--- src/rtl/uxut_seq.sv ---
// Sequencer that streams three sample rows from memory through one shared
// signed multiplier and returns the six unique terms of the symmetric product u*u^T.
module uxut_seq #(
  parameter int N  = 64,
  parameter int DW = 32,
  parameter int AW = 64
) (
  input  logic                        clk,
  input  logic                        rst,
  input  logic                        start,
  output logic                        mem_rd,
  output logic [$clog2(N)+1:0]        mem_addr,
  input  logic signed [DW-1:0]        mem_data,
  output logic                        busy,
  output logic                        res_valid,
  output logic [2:0]                  res_idx,
  output logic signed [AW-1:0]        res,
  output logic                        done
);

  localparam int IW = $clog2(N);

  typedef enum logic [1:0] {IDLE, RUN, OUT, FIN} state_t;

  state_t                state, state_n;
  logic [IW-1:0]         k;
  logic [3:0]            phase;
  logic [2:0]            out_cnt;
  logic signed [DW-1:0]  x0, x1, x2;
  logic signed [AW-1:0]  acc [6];

  logic signed [DW-1:0]   mul_a, mul_b;
  logic signed [2*DW-1:0] prod;
  logic signed [AW-1:0]   prod_ext;
  logic [2:0]             mac_sel;
  logic                   mac_en;

  wire last_k = (k == IW'(N - 1));

  // NOTE: every signal written here gets a default first, so no path leaves it unassigned and no latch is inferred.
  always_comb begin
    state_n = state;
    unique case (state)
      IDLE: if (start) state_n = RUN;
      RUN:  if (phase == 4'd8 && last_k) state_n = OUT;
      OUT:  if (out_cnt == 3'd5) state_n = FIN;
      FIN:  state_n = IDLE;
      default: state_n = IDLE;
    endcase
  end

  // MAC order (0,0),(0,1),(1,1),(0,2),(1,2),(2,2); mac_sel is the result index of each term.
  always_comb begin
    mul_a   = '0;
    mul_b   = '0;
    mac_sel = 3'd0;
    mac_en  = 1'b0;
    if (state == RUN) begin
      unique case (phase)
        4'd3: begin mul_a = x0; mul_b = x0; mac_sel = 3'd0; mac_en = 1'b1; end
        4'd4: begin mul_a = x0; mul_b = x1; mac_sel = 3'd1; mac_en = 1'b1; end
        4'd5: begin mul_a = x1; mul_b = x1; mac_sel = 3'd3; mac_en = 1'b1; end
        4'd6: begin mul_a = x0; mul_b = x2; mac_sel = 3'd2; mac_en = 1'b1; end
        4'd7: begin mul_a = x1; mul_b = x2; mac_sel = 3'd4; mac_en = 1'b1; end
        4'd8: begin mul_a = x2; mul_b = x2; mac_sel = 3'd5; mac_en = 1'b1; end
        default: ;
      endcase
    end
  end

  assign prod     = mul_a * mul_b;
  assign prod_ext = AW'(prod);

  always_comb begin
    mem_rd    = (state == RUN) && (phase < 4'd3);
    mem_addr  = mem_rd ? {phase[1:0], k} : '0;
    busy      = (state == RUN) || (state == OUT);
    done      = (state == FIN);
    res_valid = (state == OUT);
    res_idx   = res_valid ? out_cnt : 3'd0;
    res       = res_valid ? acc[out_cnt] : '0;
  end

  // NOTE: state updates use non-blocking assignments so every register samples pre-edge values.
  always_ff @(posedge clk) begin
    if (rst) begin
      state   <= IDLE;
      k       <= '0;
      phase   <= '0;
      out_cnt <= '0;
      x0      <= '0;
      x1      <= '0;
      x2      <= '0;
      // NOTE: the accumulator array is explicitly reset because its contents are visible as results.
      for (int i = 0; i < 6; i++) acc[i] <= '0;
    end else begin
      state <= state_n;
      unique case (state)
        IDLE: begin
          if (start) begin
            for (int i = 0; i < 6; i++) acc[i] <= '0;
            k       <= '0;
            phase   <= '0;
            out_cnt <= '0;
          end
        end
        RUN: begin
          // Read data arrives one cycle after its strobe.
          if (phase == 4'd1) x0 <= mem_data;
          if (phase == 4'd2) x1 <= mem_data;
          if (phase == 4'd3) x2 <= mem_data;
          if (mac_en) acc[mac_sel] <= acc[mac_sel] + prod_ext;
          if (phase == 4'd8) begin
            phase <= '0;
            k     <= last_k ? '0 : k + IW'(1);
          end else begin
            phase <= phase + 4'd1;
          end
        end
        OUT: out_cnt <= (out_cnt == 3'd5) ? 3'd0 : out_cnt + 3'd1;
        FIN: ;
        default: ;
      endcase
    end
  end

endmodule

--- config.mk ---
export PLATFORM = sky130hd
export DESIGN_NAME = uxut_seq
export DESIGN_NICKNAME = d
export VERILOG_FILES = /design/src/rtl/uxut_seq.sv
export SDC_FILE = /design/constraint.sdc
export NUM_CORES = 2
export LEC_CHECK = 0
export CORE_MARGIN = 5
export CORE_UTILIZATION = 60
export DETAILED_ROUTE_END_ITERATION = 8
export GPL_TIMING_DRIVEN = 0
export PLACE_DENSITY_LB_ADDON = 0.3
export SETUP_SLACK_MARGIN = 0.5
export SLEW_MARGIN = 20
export SYNTH_ARGS = -nofsm -noshare
export SYNTH_HDL_FRONTEND = slang
export SYNTH_SLANG_ARGS = --single-unit
--- constraint.sdc ---
create_clock -name clk -period 19.3 [get_ports clk]
set_clock_uncertainty 0.15 [all_clocks]
set_input_delay 3.86 -clock clk [delete_from_list [all_inputs] [get_ports clk]]
set_output_delay 3.86 -clock clk [all_outputs]
set_load 0.02 [all_outputs]
# After elaboration in Yosys (flattened, before gate mapping)
# Memory sizes are Yosys's and may differ from the RTL's. A register that Yosys moved wholly into a read port is not among the register bits.
# Index checks and enable logic that the tools add are counted.
[word_totals]
reg_bits = 111
ram_bits = 384
out_inout_bits = 79
mem_count = 1
[memory_table]
columns = ["name", "depth", "width", "rd", "rd_ports_with_merged_regs", "write_ports", "line", "rtl"]
rows = [
  ["acc", 6, 64, 2, 1, 6, "30", "logic signed [AW-1:0] acc [6];"],
]
[op_classes]
addsub = 4
mul = 1
n_lt_le_gt_ge = 1
n_eq_ne = 17
mux = 46
n_bitwise = 6
reduce_logical = 19
[ops]
columns = ["cell", "count"]
rows = [
  ["2-to-1 mux 64 bit", 8],
  ["case mux 32 bit (3 select lines)", 2],
  ["adder 64 bit", 1],
  ["multiplier 32 x 32 -> 64 bit", 1],
  ["2-to-1 mux 32 bit", 2],
  ["OR reduction 64 bit", 1],
  ["2-to-1 mux 3 bit", 7],
  ["2-to-1 mux 6 bit", 3],
  ["== test 4 x 3 -> 1 bit, second input constant", 4],
  ["case mux 3 bit (5 select lines)", 1],
  ["2-to-1 mux 1 bit", 13],
  ["case mux 6 bit (2 select lines)", 1],
  ["AND reduction 2 bit", 5],
  ["== test 4 x 2 -> 1 bit, second input constant", 2],
  ["2-to-1 mux 4 bit", 2],
  ["2-to-1 mux 8 bit", 1],
  ["case mux 2 bit (4 select lines)", 1],
  ["case mux 4 bit (2 select lines)", 1],
  ["adder 6 x 1 -> 6 bit, second input constant", 1],
  ["== test 6 bit, second input constant", 1],
  ["2-to-1 mux 2 bit", 3],
  ["inequality test 2 bit, second input constant", 3],
  ["bitwise OR 1 bit", 6],
  ["case mux 3 bit (2 select lines)", 1],
  ["other kinds (17)", 23],
]

# Depth between registers and ports, before layout
[logic_depth]
ltp_word = 10
mapped_depth = 38

# Worst setup path before layout
# OpenSTA, ideal clock, no wires.
[synth_timing]
kind = "register to register"
from = "reg phase[0]"
to = "mem acc[6][56] (data pin)"
arrival_ns = 9.940
required_ns = 18.877
path_slack_ns = 8.937
stages_incl_launch_ff = 35
path_buffers = 5
cell_sequence = "dfxtp_1 -> inv_1 -> ha_1 -> nand3b_1 -> o21ai_1 -> o21ai_1 -> clkbuf_1 -> buf_2 -> clkbuf_1 -> nor2_1 -> clkbuf_1 -> nand2_1 -> fa_1 -> fa_1 -> inv_1 -> fa_1 -> inv_1 -> fa_1 -> inv_1 -> fa_1 -> fa_1 -> fa_1 -> inv_1 -> fa_1 -> inv_1 -> ha_1 -> clkbuf_1 -> and4_1 -> and3_1 -> nand3_1 -> or4_1 -> o211ai_1 -> a31oi_1 -> xor2_1 -> inv_1"
[synth_lines]
columns = ["element", "line", "rtl"]
rows = [
  ["start: declaration", "27", "logic [3:0] phase;"],
  ["start signal: assignment", "117", "phase <= phase + 4'd1;"],
  ["end: declaration", "30", ""],
]

==> run_results.csv <==
group,metric,value,unit
floorplan,fp-row-count,125,
cts,cts-root-buf,"clkbuf_16",
synth,async_reset_ff_frac,0,
timing,rsz0062_at_grt,"no",
timing,fmax,75.04,MHz
synth,synthDistinctLibCells,84,
timing,period_minus_slack,13.33,ns
placement,io_buffers,113,
timing,report.final.slew_viol_count,0,
cts,post_cts_buffers,0,
worst_setup_path,critical_path.slowest_cell,"xor2_1",
global_route,grt_antenna_before_repair,13,
synth,yosys-top-cells-count,"inv_1 (1297), fa_1 (1210), nand2_1 (1082)",
detailed_routing,first_pass_iters,9,
power,leakagePower,0.03288,uW
power,pwr-share-seq,0.430,
timing,hold_viol_final,0,
timing,holdWs,0.3327,ns
synth,synth-edff-count,512,
detailed_routing,drtIter0Drc,8949,
detailed_routing,drcViolationCount,0,
run,cap_violations,0,
synth,synth_seq_cells,626,
floorplan,die_w,351.7,microns
cts,cts_buffers,61,
cts,cts_tree,"built",
synth,synth-compound-area-share,0.05949,
worst_setup_path,worst_ep_arrival_time,13.57,ns
global_route,grt_pass1_wl,399900,microns
placement,globalplace.congestion,1.089,
global_route,grt_pass1_vias,58670,
worst_setup_path,reg2reg_depth,34,
global_route,grt_max_degree,40,
timing,setup_viol,0,
detailed_routing,via_count,58020,
power,vdd_drop_max,0.00008909,V
finish,area_growth,8.294,%
synth,syn_area_per_cell,9.803,sq um
synth,seq_area_frac_synth,0.2520,
worst_setup_path,slowest_delay,0.75,ns
cts,clk_latency,0.69,ns
synth,syn-cell-area,70070,sq um
outcome,status,"finished clean",
global_route,overflow,0,
power,intPower,2732,uW
timing,worstMarginPinSlew,1.392,ns
synth,synth_top_family_by_area,"adder cells",
floorplan,dieArea,123700,sq um
finish,drive_gt1_frac,0.07132,
worst_setup_path,critPathKind,"reg2reg",
synth,synth_xor_xnor_area_share,0.01087,
synth,synth_simple_gate_area_share,0.1452,
worst_setup_path,worst_setup_path_start_kind,"flop",
cts,cts_resized,0,
floorplan,start_util,0.6038,
cts,postCtsHoldBufs,0,
cts,htree_levels,2,
hold_path,hold_depth,2,
synth,synth_top_area_cell,"fa_1",
floorplan,fp.dieH,351.7,microns
finish,finalNetCount,8837,
cts,clock_path_buffers,3,
placement,hpwl,217900,microns
hold_path,hold_path.class,"reg2reg",
cts,clock_sinks,626,
synth,yosys_warnings,0,
power,sw_frac_of_total,0.3354,
synth,syn_nets,8620,
global_route,grt_usage,0.4538,
power,clockPowerShare,0.305,
power,pwr-share-comb,0.265,
synth,synth.most_common_cell,"inv_1",
synth,synthFlopType,"edfxtp_1",
detailed_routing,ant_nets,0,
floorplan,pin_count,114,
timing,max-slew-margin-rel,0.07176,
synth,synthTopCellsByArea,"fa_1 (35%), edfxtp_1 (22%), inv_1 (6.9%)",
detailed_routing,via_per_inst,6.484,
finish,fill_cells,9438,
worst_setup_path,end_kind,"flop",
detailed_routing,routedWlPerCell,30.88,microns
floorplan,core,116000,sq um
synth,synthMuxAreaShare,0.05157,
synth,syn_inst,7148,
synth,yosysTopAreaCellShare,0.3457,
power,p_sw,1379,uW
worst_setup_path,crit_required,19.54,ns
detailed_routing,routed_wl,276300,microns
timing,fin_crit_sh,0.6905,
synth,synth_fa_ha_area_frac,0.3862,
cts,clkTransAtPathRegs,0.07,ns
worst_setup_path,cp_max_fo,16,
timing,setup_tns,0,ns
power,p_per_area,54.17,nW/um^2
[power groups by stage]
| stage | Sequential, uW | Combinational [uW] | Clock, uW |
|---|---|---|---|
| global route | 1780 | 1150 | 1290 |
| floorplan | 1760 | 656 | 0 |
| finish | 1770 | 1090 | 1250 |
| global placement | 1790 | 1000 | 0 |
| CTS | 1760 | 1050 | 1230 |
| detailed placement | 1780 | 1040 | 0 |
[layout make-up]
| cell class | count | area (sq um) | area share |
|---|---|---|---|
| antenna | 8 | 20.02 | 0.0002638 |
| buffer | 422 | 1782 | 0.02348 |
| clock buffer | 82 | 1655 | 0.02181 |
| clock inverter | 33 | 364.1 | 0.004798 |
| inverter | 1298 | 4872 | 0.06420 |
| multi-input combinational | 4802 | 45990 | 0.6060 |
| sequential | 626 | 17660 | 0.2327 |
| tap | 1524 | 1907 | 0.02513 |
| timing repair buffer | 154 | 1640 | 0.02162 |
[worst max-delay path: cells and delay by family, from the launching register on]
kind	cells	cell delay (ns)
AO/OA/AOI/OAI	4	1.50
AND/OR/NAND/NOR	6	1.69
XOR/XNOR	1	0.75
buffers and inverters	13	3.81
flip-flops	1	0.44
adder cells (fa/ha/maj)	10	4.64
[flip-flops by register name, indices dropped and copies added (netlist names), named ones only]
signal and cells:
acc 512, x0 32, x1 32, x2 32, k 6, phase 4
out_cnt 3, state 2
[worst paths after layout]
kind | from | endpoint | slack (ns)
max | phase[0] | acc[5][60] | 5.97
min | x1[26] | x1[26] | 0.33
min reg2reg | x1[26] | x1[26] | 0.33
max reg2reg | phase[0] | acc[5][60] | 5.97
[placed cells by master (no fill, tap or decap), types with 15 or more instances in the layout]
cell type and instances:
nor3_1 31, a21oi_1 193, and2_1 51, buf_4 21, a21o_1 49, mux2i_1 73
buf_1 27, nand2_1 1074, edfxtp_1 512, mux4_2 128, a22oi_1 32, o21ai_1 17
clkbuf_1 271, a31oi_1 17, o22ai_1 67, nor2_2 20, o221ai_1 27, buf_2 121
clkdlybuf4s50_1 113, dfxtp_1 114, nor2_1 921, clkbuf_2 15, xnor2_1 42, ha_1 227
a21oi_2 24, nor2b_1 68, xor2_1 27, inv_1 1295, o21ai_0 65, fa_1 1210
nand3_1 154, or2_2 34, and3_1 34, nand4_1 32, clkbuf_16 61, a222oi_1 43
[metal layers]
metal / wire, microns / GRT usage / vias up
met5: 33 / 0 / -
met4: 25470 / 0.3086 / 4
met3: 44220 / 0.1748 / 1266
met2: 115400 / 0.6584 / 5208
met1: 91150 / 0.5663 / 28690
li1: - / - / 22860
[cells by family after synthesis]
logic type	Yosys count
and+or+nand+nor	2464
buffers and inverters	1720
adders and majority gates	1437
DFF	626
AOI/OAI and AO/OA	619
muxes	201
xor gates and xnor gates	81
[per-stage QoR]
step	power, uW	utilization	instances	area [sq um]	setup WS (ns)
after floorplan	2414	-	7148	70070	8.937
after global placement	2793	0.6300	8785	73110	3.878
after detailed placement	2822	0.6355	8823	73750	6.285
after CTS	4038	0.6529	8938	75770	6.209
after global routing	4213	0.6538	8942	75870	5.483
final	4111	0.6539	8949	75890	5.974
No activity file was read; power rests on OpenSTA's default activity.
